$ cat src/rtl/adder_pkg.sv
// Shared definitions for the adder study: FSM encoding, default width and
// the one-bit carry function reused by the parallel and serial adders.
package adder_pkg;

  localparam int ADDER_WIDTH = 16;

  typedef enum logic [1:0] {
    IDLE = 2'b00,
    RUN  = 2'b01,
    DONE = 2'b10
  } state_t;

  function automatic logic majority(input logic x, input logic y, input logic z);
    return (x & y) | (x & z) | (y & z);
  endfunction

endpackage

$ cat src/rtl/serial_bit_cell.sv
// Single-bit full-add slice: the only arithmetic in the serial adder.
module serial_bit_cell
  import adder_pkg::*;
(
  input  logic a,
  input  logic b,
  input  logic c_in,
  output logic s,
  output logic c_out
);

  assign s     = a ^ b ^ c_in;
  assign c_out = majority(a, b, c_in);

endmodule

$ cat src/rtl/bit_serial_adder_ctrl.sv
// Bit-serial adder: latches operands, resolves one bit per clock LSB first,
// and presents {cout,sum} with a one-cycle done pulse.
module bit_serial_adder_ctrl
  import adder_pkg::*;
#(
  parameter  int WIDTH = ADDER_WIDTH,
  localparam int CNT_W = $clog2(WIDTH)
) (
  input  logic             clk,
  input  logic             rst_n,
  input  logic             start,
  input  logic [WIDTH-1:0] a,
  input  logic [WIDTH-1:0] b,
  input  logic             cin,
  output logic             busy,
  output logic             done,
  output logic [WIDTH-1:0] sum,
  output logic             cout
);

  state_t             state, state_nxt;
  logic [WIDTH-1:0]   a_sh, b_sh;
  logic               carry;
  logic [CNT_W-1:0]   cnt;
  logic               bit_s, bit_c;
  logic               last;

  assign last = (cnt == CNT_W'(WIDTH - 1));

  serial_bit_cell u_cell (
    .a     (a_sh[0]),
    .b     (b_sh[0]),
    .c_in  (carry),
    .s     (bit_s),
    .c_out (bit_c)
  );

  // NOTE: clocked blocks use non-blocking assignments so every flop samples pre-edge values.
  always_ff @(posedge clk or negedge rst_n) begin
    if (!rst_n) state <= IDLE;
    else        state <= state_nxt;
  end

  // NOTE: state_nxt gets a default first so no path through the case infers a latch.
  always_comb begin
    state_nxt = state;
    case (state)
      IDLE:    if (start) state_nxt = RUN;
      RUN:     if (last)  state_nxt = DONE;
      DONE:    state_nxt = IDLE;
      default: state_nxt = IDLE;
    endcase
  end

  always_comb begin
    busy = 1'b0;
    done = 1'b0;
    case (state)
      RUN:  busy = 1'b1;
      DONE: begin
        busy = 1'b1;
        done = 1'b1;
      end
      default: ;
    endcase
  end

  // NOTE: datapath flops are reset along with control so an aborted add leaves nothing behind on sum/cout.
  always_ff @(posedge clk or negedge rst_n) begin
    if (!rst_n) begin
      a_sh  <= '0;
      b_sh  <= '0;
      carry <= 1'b0;
      cnt   <= '0;
      sum   <= '0;
      cout  <= 1'b0;
    end else begin
      case (state)
        IDLE: if (start) begin
          a_sh  <= a;
          b_sh  <= b;
          carry <= cin;
          cnt   <= '0;
          sum   <= '0;
        end
        RUN: begin
          sum   <= {bit_s, sum[WIDTH-1:1]};
          a_sh  <= a_sh >> 1;
          b_sh  <= b_sh >> 1;
          carry <= bit_c;
          // Counter parks at WIDTH-1 so it never wraps into a stray shift.
          if (last) cout <= bit_c;
          else      cnt  <= cnt + 1'b1;
        end
        default: ;
      endcase
    end
  end

endmodule

$ cat config.mk
export PLATFORM = sky130hd
export DESIGN_NAME = bit_serial_adder_ctrl
export DESIGN_NICKNAME = d
export VERILOG_FILES = /design/src/rtl/adder_pkg.sv /design/src/rtl/serial_bit_cell.sv /design/src/rtl/bit_serial_adder_ctrl.sv
export SDC_FILE = /design/constraint.sdc
export NUM_CORES = 1
export LEC_CHECK = 0
export BUFFER_PORTS_ARGS = -buffer_cell sky130_fd_sc_hd__buf_2
export CAP_MARGIN = 0
export CORE_ASPECT_RATIO = 0.5
export CORE_MARGIN = 8
export CORE_UTILIZATION = 45
export DETAILED_ROUTE_END_ITERATION = 6
export GPL_TIMING_DRIVEN = 0
export PLACE_DENSITY = 0.71
export SLEW_MARGIN = 40
export SYNTH_ARGS = -nofsm -noshare
export SYNTH_HDL_FRONTEND = slang
export SYNTH_HIERARCHICAL = 1
export SYNTH_SLANG_ARGS = --single-unit
$ cat constraint.sdc
create_clock -name clk -period 2.55 [get_ports clk]
set_input_delay 0.1275 -clock clk [delete_from_list [all_inputs] [get_ports clk]]
set_output_delay 0.1275 -clock clk [all_outputs]
set_load 0.01 [all_outputs]
# ---- Yosys cells after proc, flatten, opt, wreduce, memory -nomap -nowiden
# Index checks and enable logic that the tools add are counted.
dict set report word_totals {
  regBits 56
  output_inout_bits 19
  elab_cells 44
}
dict set report classes {
  n_addsub 1
  n_eq_ne 6
  muxes 16
  n_bitwise 7
  n_reduce_logical 7
}
# operator count
set ops {}
lappend ops {{16-bit one-hot mux with 2 select lines} 3}
lappend ops {{16-bit 2-to-1 mux} 3}
lappend ops {{4-bit 2-to-1 mux} 2}
lappend ops {{4-bit one-hot mux with 2 select lines} 1}
lappend ops {{2-bit != test, second input constant} 3}
lappend ops {{2-bit AND reduction} 3}
lappend ops {{4-bit by 1-bit adder with 4-bit output, second input constant} 1}
lappend ops {{4-bit == test, second input constant} 1}
lappend ops {{2-bit 2-to-1 mux} 2}
lappend ops {{2-bit one-hot mux with 2 select lines} 1}
lappend ops {{1-bit AND} 3}
lappend ops {{1-bit 2-to-1 mux} 3}
lappend ops {{3-bit AND reduction} 1}
lappend ops {{2-bit by 1-bit == test with 1-bit output, second input constant} 1}
lappend ops {{2-bit == test, second input constant} 1}
lappend ops {{2-bit zero test} 1}
lappend ops {{1-bit OR} 2}
lappend ops {{1-bit one-hot mux with 2 select lines} 1}
lappend ops {{2-bit nonzero test} 1}
lappend ops {{2-bit OR reduction} 1}
lappend ops {{1-bit bitwise XOR} 2}

# ---- Depth between registers and ports, before layout
dict set report logic_depth {
  ltp_word 4
  ltp_mapped 8
  mapped_depth_nobuf 5
}

# ---- Modules after synthesis
# Netlist, hierarchy kept.
# module instances cells_each area_per_inst_um2 seq_area_each_um2
set by_module_without_submodules {}
lappend by_module_without_submodules {bit_serial_adder_ctrl 1 224 2585.0 1401.3}
lappend by_module_without_submodules {serial_bit_cell 1 1 20.0 0.0}

# ---- Worst setup path after synthesis
# No wires, ideal clock.
dict set report synth_timing {
  kind {register to register}
  start {reg state[0]}
  end {reg sum[10]}
  setup_time_ns 0.121
  t_arrival_ns 1.393
  required_time_ns 2.429
  path_slack_ns 1.036
  stages_incl_launch_ff 8
  cell_sequence {dfrtp_1 inv_1 ha_1 nand2b_2 and2_4 buf_6 buf_8 a22o_2}
}
dict set report synth_between {
  elab_chain_cells 3
  elab_cells_between_ends 6
  classes_between {eq/ne (2); mux (1); reduce/logical (3)}
}
# item line
set synth_lines {}
lappend synth_lines {{start: declaration} bit_serial_adder_ctrl.sv:21} ;# state_t state, state_nxt;
lappend synth_lines {{start signal: assignment} bit_serial_adder_ctrl.sv:41} ;# else state <= state_nxt;
lappend synth_lines {{2-bit by 1-bit == test with 1-bit output or 2-bit zero test (tied branches)} bit_serial_adder_ctrl.sv:78} ;# case (state)
lappend synth_lines {{2-bit nonzero test (no source line) or 2-bit != test (tied branches)} n/a}
lappend synth_lines {{2-bit AND reduction (no source line)} n/a}
lappend synth_lines {{end signal: assignment} bit_serial_adder_ctrl.sv:87} ;# sum <= {bit_s, sum[WIDTH-1:1]};
lappend synth_lines {{end: declaration} bit_serial_adder_ctrl.sv:17} ;# output logic [WIDTH-1:0] sum,
# Parallel ways exist; a longest one is shown, timed or not.
# A chain may end at the register's enable or synchronous reset.

# ---- Worst setup path after layout
dict set report layout_timing {
  start {reg state[0]}
  end {reg a_sh[15]}
}
dict set report layout_between {
  elab_chain_cells 3
  elab_cells_between_ends 6
  classes_between {eq/ne (2); mux (1); reduce/logical (3)}
}
# item line
set layout_lines {}
lappend layout_lines {{2-bit by 1-bit == test with 1-bit output or 2-bit zero test (tied branches)} bit_serial_adder_ctrl.sv:78}
lappend layout_lines {{2-bit nonzero test (no source line) or 2-bit != test (tied branches)} n/a}
lappend layout_lines {{2-bit AND reduction (no source line)} n/a}
lappend layout_lines {{end signal: assignment} bit_serial_adder_ctrl.sv:88} ;# a_sh <= a_sh >> 1;
lappend layout_lines {{end: declaration} bit_serial_adder_ctrl.sv:22} ;# logic [WIDTH-1:0] a_sh, b_sh;
# Parallel ways exist; a longest one is shown, timed or not.

==> out/results.txt <==
Run status - finished clean
Slew HR - 53.76%
Non-filler instance count after layout - 360
Post-route clock period utilization - 71.81%
Area after detailed placement - 0.002969 sq mm
Worst-Margin Slew - 693.7 ps
Die Height - 69.80 um
Final routed wire length divided by cell count - 15.36 um
Unrepaired setup endpoints after global routing - no
Share of post-route cells with drive strength above 1 - 34.84%
Number of clock buffers inserted by TritonCTS - 5
Worst path max stage delay - 410 ps
Synth unique cells - 30
Most common flop cell mapped by yosys - sky130_fd_sc_hd__dfrtp_1
Clock Latency Late Sink - 290 ps
Gpl congestion - 0.7536
Post-Route Skew - 4.377 ps
Routed length on met3 - 368 um
Total grt overflow - 0
Synthesized net count - 267
Final Hold Vio Count - 0
Leak Pwr - 0.001605 uW
Post-DP HPWL - 3959 um
Remaining antenna violation count - 0
Initial antenna violation count - 0
Shortest clock period the worst path allows after layout - 1831 ps
WP buf/inv - 2
Instance count of the mapped netlist - 225
Routed vias - 1918
Total global routing track utilization - 13.37%
First-pass iteration count of the detailed router - 4
Routed length on met2 - 2767 um
Number of warnings issued by yosys - 6
Path category of the worst min-delay check - input pin to flop
Area growth, synth to finish - 21.47%
TritonCTS clock tree - built
Root Buffer Master - sky130_fd_sc_hd__clkbuf_16
Critical path startpoint category - flop
Uppermost layer routed - met4
Cell row count - 19
Post-Route Setup TNS - 0 ps
Sw Share - 35.48%
# port buffers - 54
Async S/R FF share, synth - 100.0%
Peak fanout along the critical path - 10
Final setup vio count - 0
Max Clock Freq - 546.1 MHz
Ratio of routed vias to standard cells - 5.328
Worst-case clock buffer depth - 2
Critical path cell sequence - inv_1 > ha_1 > mux2i_4 > clkbuf_1 > o21ai_0
Sink Count - 56
Number of register bits inferred by synthesis - 56
MaxCap Viol Count - 0
Worst EP arrival - 1980 ps
Share of the yosys chip area belonging to registers - 53.79%
Maximum number of pins on one net before global-route repair - 57
DIE AREA - 0.008627 sq mm
Clk pin slew, worst setup/hold paths - 70 ps
Endpoint class of the critical path - flop
Worst-case vdd ir drop - 0.0005667 V
Post-Synthesis Mean Instance Area - 11.58 sq um
Power per unit of standard cell area - 1268 mW/mm^2
Req. time, crit path - 2700 ps
Final design instance area without fill - 0.003164 sq mm
Worst-path cell with the longest stage delay - sky130_fd_sc_hd__dfrtp_1
Clk network pwr share - 21.4%
Cell internal power dissipation - 2588 uW
Number of flops mapped to enable cells by yosys - 0
Post-placement cell count - 352
Clock H-tree levels - 2
Net switching power of the design - 1423 uW
Layout net count - 329
DRC violations left - 0
Cell area after synthesis - 0.002605 sq mm
Cell family contributing the most delay on the critical path - buffers and inverters
Vias in the first global route - 2032
Antenna diode count - 0
Total Wirelength - 5529 um
Initial core utilization - 47.03%
Routed metal-1 wire length - 2347 um
Global-route wire length before repair - 9466 um
Part of the total power dissipated in sequential elements - 36.9%
Logic pwr share - 41.8%
Top-Level Pins - 55
Type of the worst setup path - flop to flop
Post-cts gate resize count - 0
Number of DRC violations after detailed-routing iteration 0 - 127
Die X - 123.6 um
Total count of max-transition violations in the final report - 0
Core area - 0.005539 sq mm
sequential cells by signal, indices dropped and copies added (netlist names):
signal and count:
carry 1, sum 16, cout 1, cnt 4, b_sh 16, a_sh 16, state 2
tightest hold or removal path, cell delays in order:
cell                       delay (ps)
sky130_fd_sc_hd__buf_2            100
sky130_fd_sc_hd__nand2b_1          50
sky130_fd_sc_hd__o21ai_0           60
power groups by stage:
| stage | sequential [uW] | combinational (uW) | clock [uW] |
|---|---|---|---|
| after floorplan | 1470 | 1250 | 0 |
| after global placement | 1470 | 1630 | 0 |
| after detailed placement | 1490 | 1690 | 0 |
| after CTS | 1480 | 1700 | 876 |
| after global routing | 1530 | 1870 | 912 |
| final | 1480 | 1670 | 857 |
Yosys cell counts, types with 4 or more instances:
master | number | share of area (%)
sky130_fd_sc_hd__nand2_1 | 38 | 5.5
sky130_fd_sc_hd__o21ai_0 | 19 | 3.7
sky130_fd_sc_hd__mux2i_1 | 31 | 12
sky130_fd_sc_hd__nand3_1 | 7 | 1.3
sky130_fd_sc_hd__o21ai_1 | 10 | 1.9
sky130_fd_sc_hd__o21ai_2 | 4 | 1.3
sky130_fd_sc_hd__a22o_2 | 16 | 6.1
sky130_fd_sc_hd__ha_1 | 5 | 2.4
sky130_fd_sc_hd__dfrtp_1 | 56 | 54
sky130_fd_sc_hd__buf_6 | 6 | 2.6
sky130_fd_sc_hd__buf_2 | 7 | 1.3
metal layers:
layer  up-vias  track usage, %
met5         -               0
met4         0           3.179
met3         4           4.305
met2        48           22.29
met1       949           16.29
li1        917               -
path summary, 6_finish.rpt:
kind | startpoint | to | depth (start not counted) | slack, ps
worst min-delay path | b[15] | b_sh[15] | 3 | 90
worst max register to register | state[0] | a_sh[15] | 5 | 720
worst max-delay path | state[0] | a_sh[15] | 5 | 720
max in group asynchronous | rst_n | sum[1] | 2 | 1640
worst min register to register | b_sh[8] | b_sh[8] | 2 | 480
min in group asynchronous | rst_n | a_sh[3] | 2 | 440
layout by cell type, fill, tap and decap left out, types with 2 or more instances in the layout:
| cell type | netlist | final |
|---|---|---|
| sky130_fd_sc_hd__o21ai_2 | 4 | 4 |
| sky130_fd_sc_hd__clkbuf_1 | 2 | 2 |
| sky130_fd_sc_hd__nand2_1 | 38 | 38 |
| sky130_fd_sc_hd__a22o_2 | 16 | 16 |
| sky130_fd_sc_hd__nand2b_1 | 2 | 2 |
| sky130_fd_sc_hd__bufinv_16 | 0 | 2 |
| sky130_fd_sc_hd__mux2i_1 | 31 | 31 |
| sky130_fd_sc_hd__clkbuf_16 | 0 | 5 |
| sky130_fd_sc_hd__o21ai_0 | 19 | 19 |
| sky130_fd_sc_hd__nand3_1 | 7 | 7 |
| sky130_fd_sc_hd__inv_1 | 2 | 2 |
| sky130_fd_sc_hd__a21oi_1 | 2 | 2 |
| sky130_fd_sc_hd__ha_1 | 5 | 5 |
| sky130_fd_sc_hd__mux2_2 | 2 | 2 |
| sky130_fd_sc_hd__o21ai_1 | 10 | 10 |
| sky130_fd_sc_hd__buf_2 | 7 | 60 |
| sky130_fd_sc_hd__dfrtp_1 | 56 | 56 |
| sky130_fd_sc_hd__nor2_1 | 2 | 2 |
| sky130_fd_sc_hd__nor2b_1 | 2 | 2 |
| sky130_fd_sc_hd__buf_6 | 6 | 6 |
cells by family (layout without fill, tap and decap cells):
family          Yosys count  after routing  share of synthesized area [%]
simple gates             57             57                          9.943
flops                    56             56                          53.79
compound gates           54             54                          14.36
mux                      34             34                          13.64
buf+inv                  18             80                          5.091
fa+ha+maj                 6              6                          3.170
final cells by class:
type                    instances  area (sq um)
fillers                       495          2375
multi-input cells             151          1071
plain buffers                  16         125.1
inverters                       2         7.507
clock inverters                 2         60.06
repair buffers                 55         282.8
clock buffers                   5         125.1
well taps                      73         91.34
flip-flops and latches         56          1401
per-stage QoR:
| step | util, % | worst slack, ps | total power (uW) | hold slack [ps] |
|---|---|---|---|---|
| finish | 57.13 | 718.9 | 4011 | 93.08 |
| global route | 57.13 | 576.4 | 4310 | 113.3 |
| CTS | 57.13 | 683.7 | 4057 | 96.95 |
| detailed placement | 53.60 | 740.4 | 3177 | 224.0 |
| global placement | 53.56 | 828.0 | 3100 | 397.5 |
| floorplan | - | 1036 | 2722 | -168.1 |
repair_timing:
item | in CTS | in global routing
setup buffers | 0 | 0
hold endpoints to repair | 56 | 0
hold buffers | 1 | 0
setup endpoints to repair | 0 | 0
Note: power is estimated with default switching activity, not from simulation.
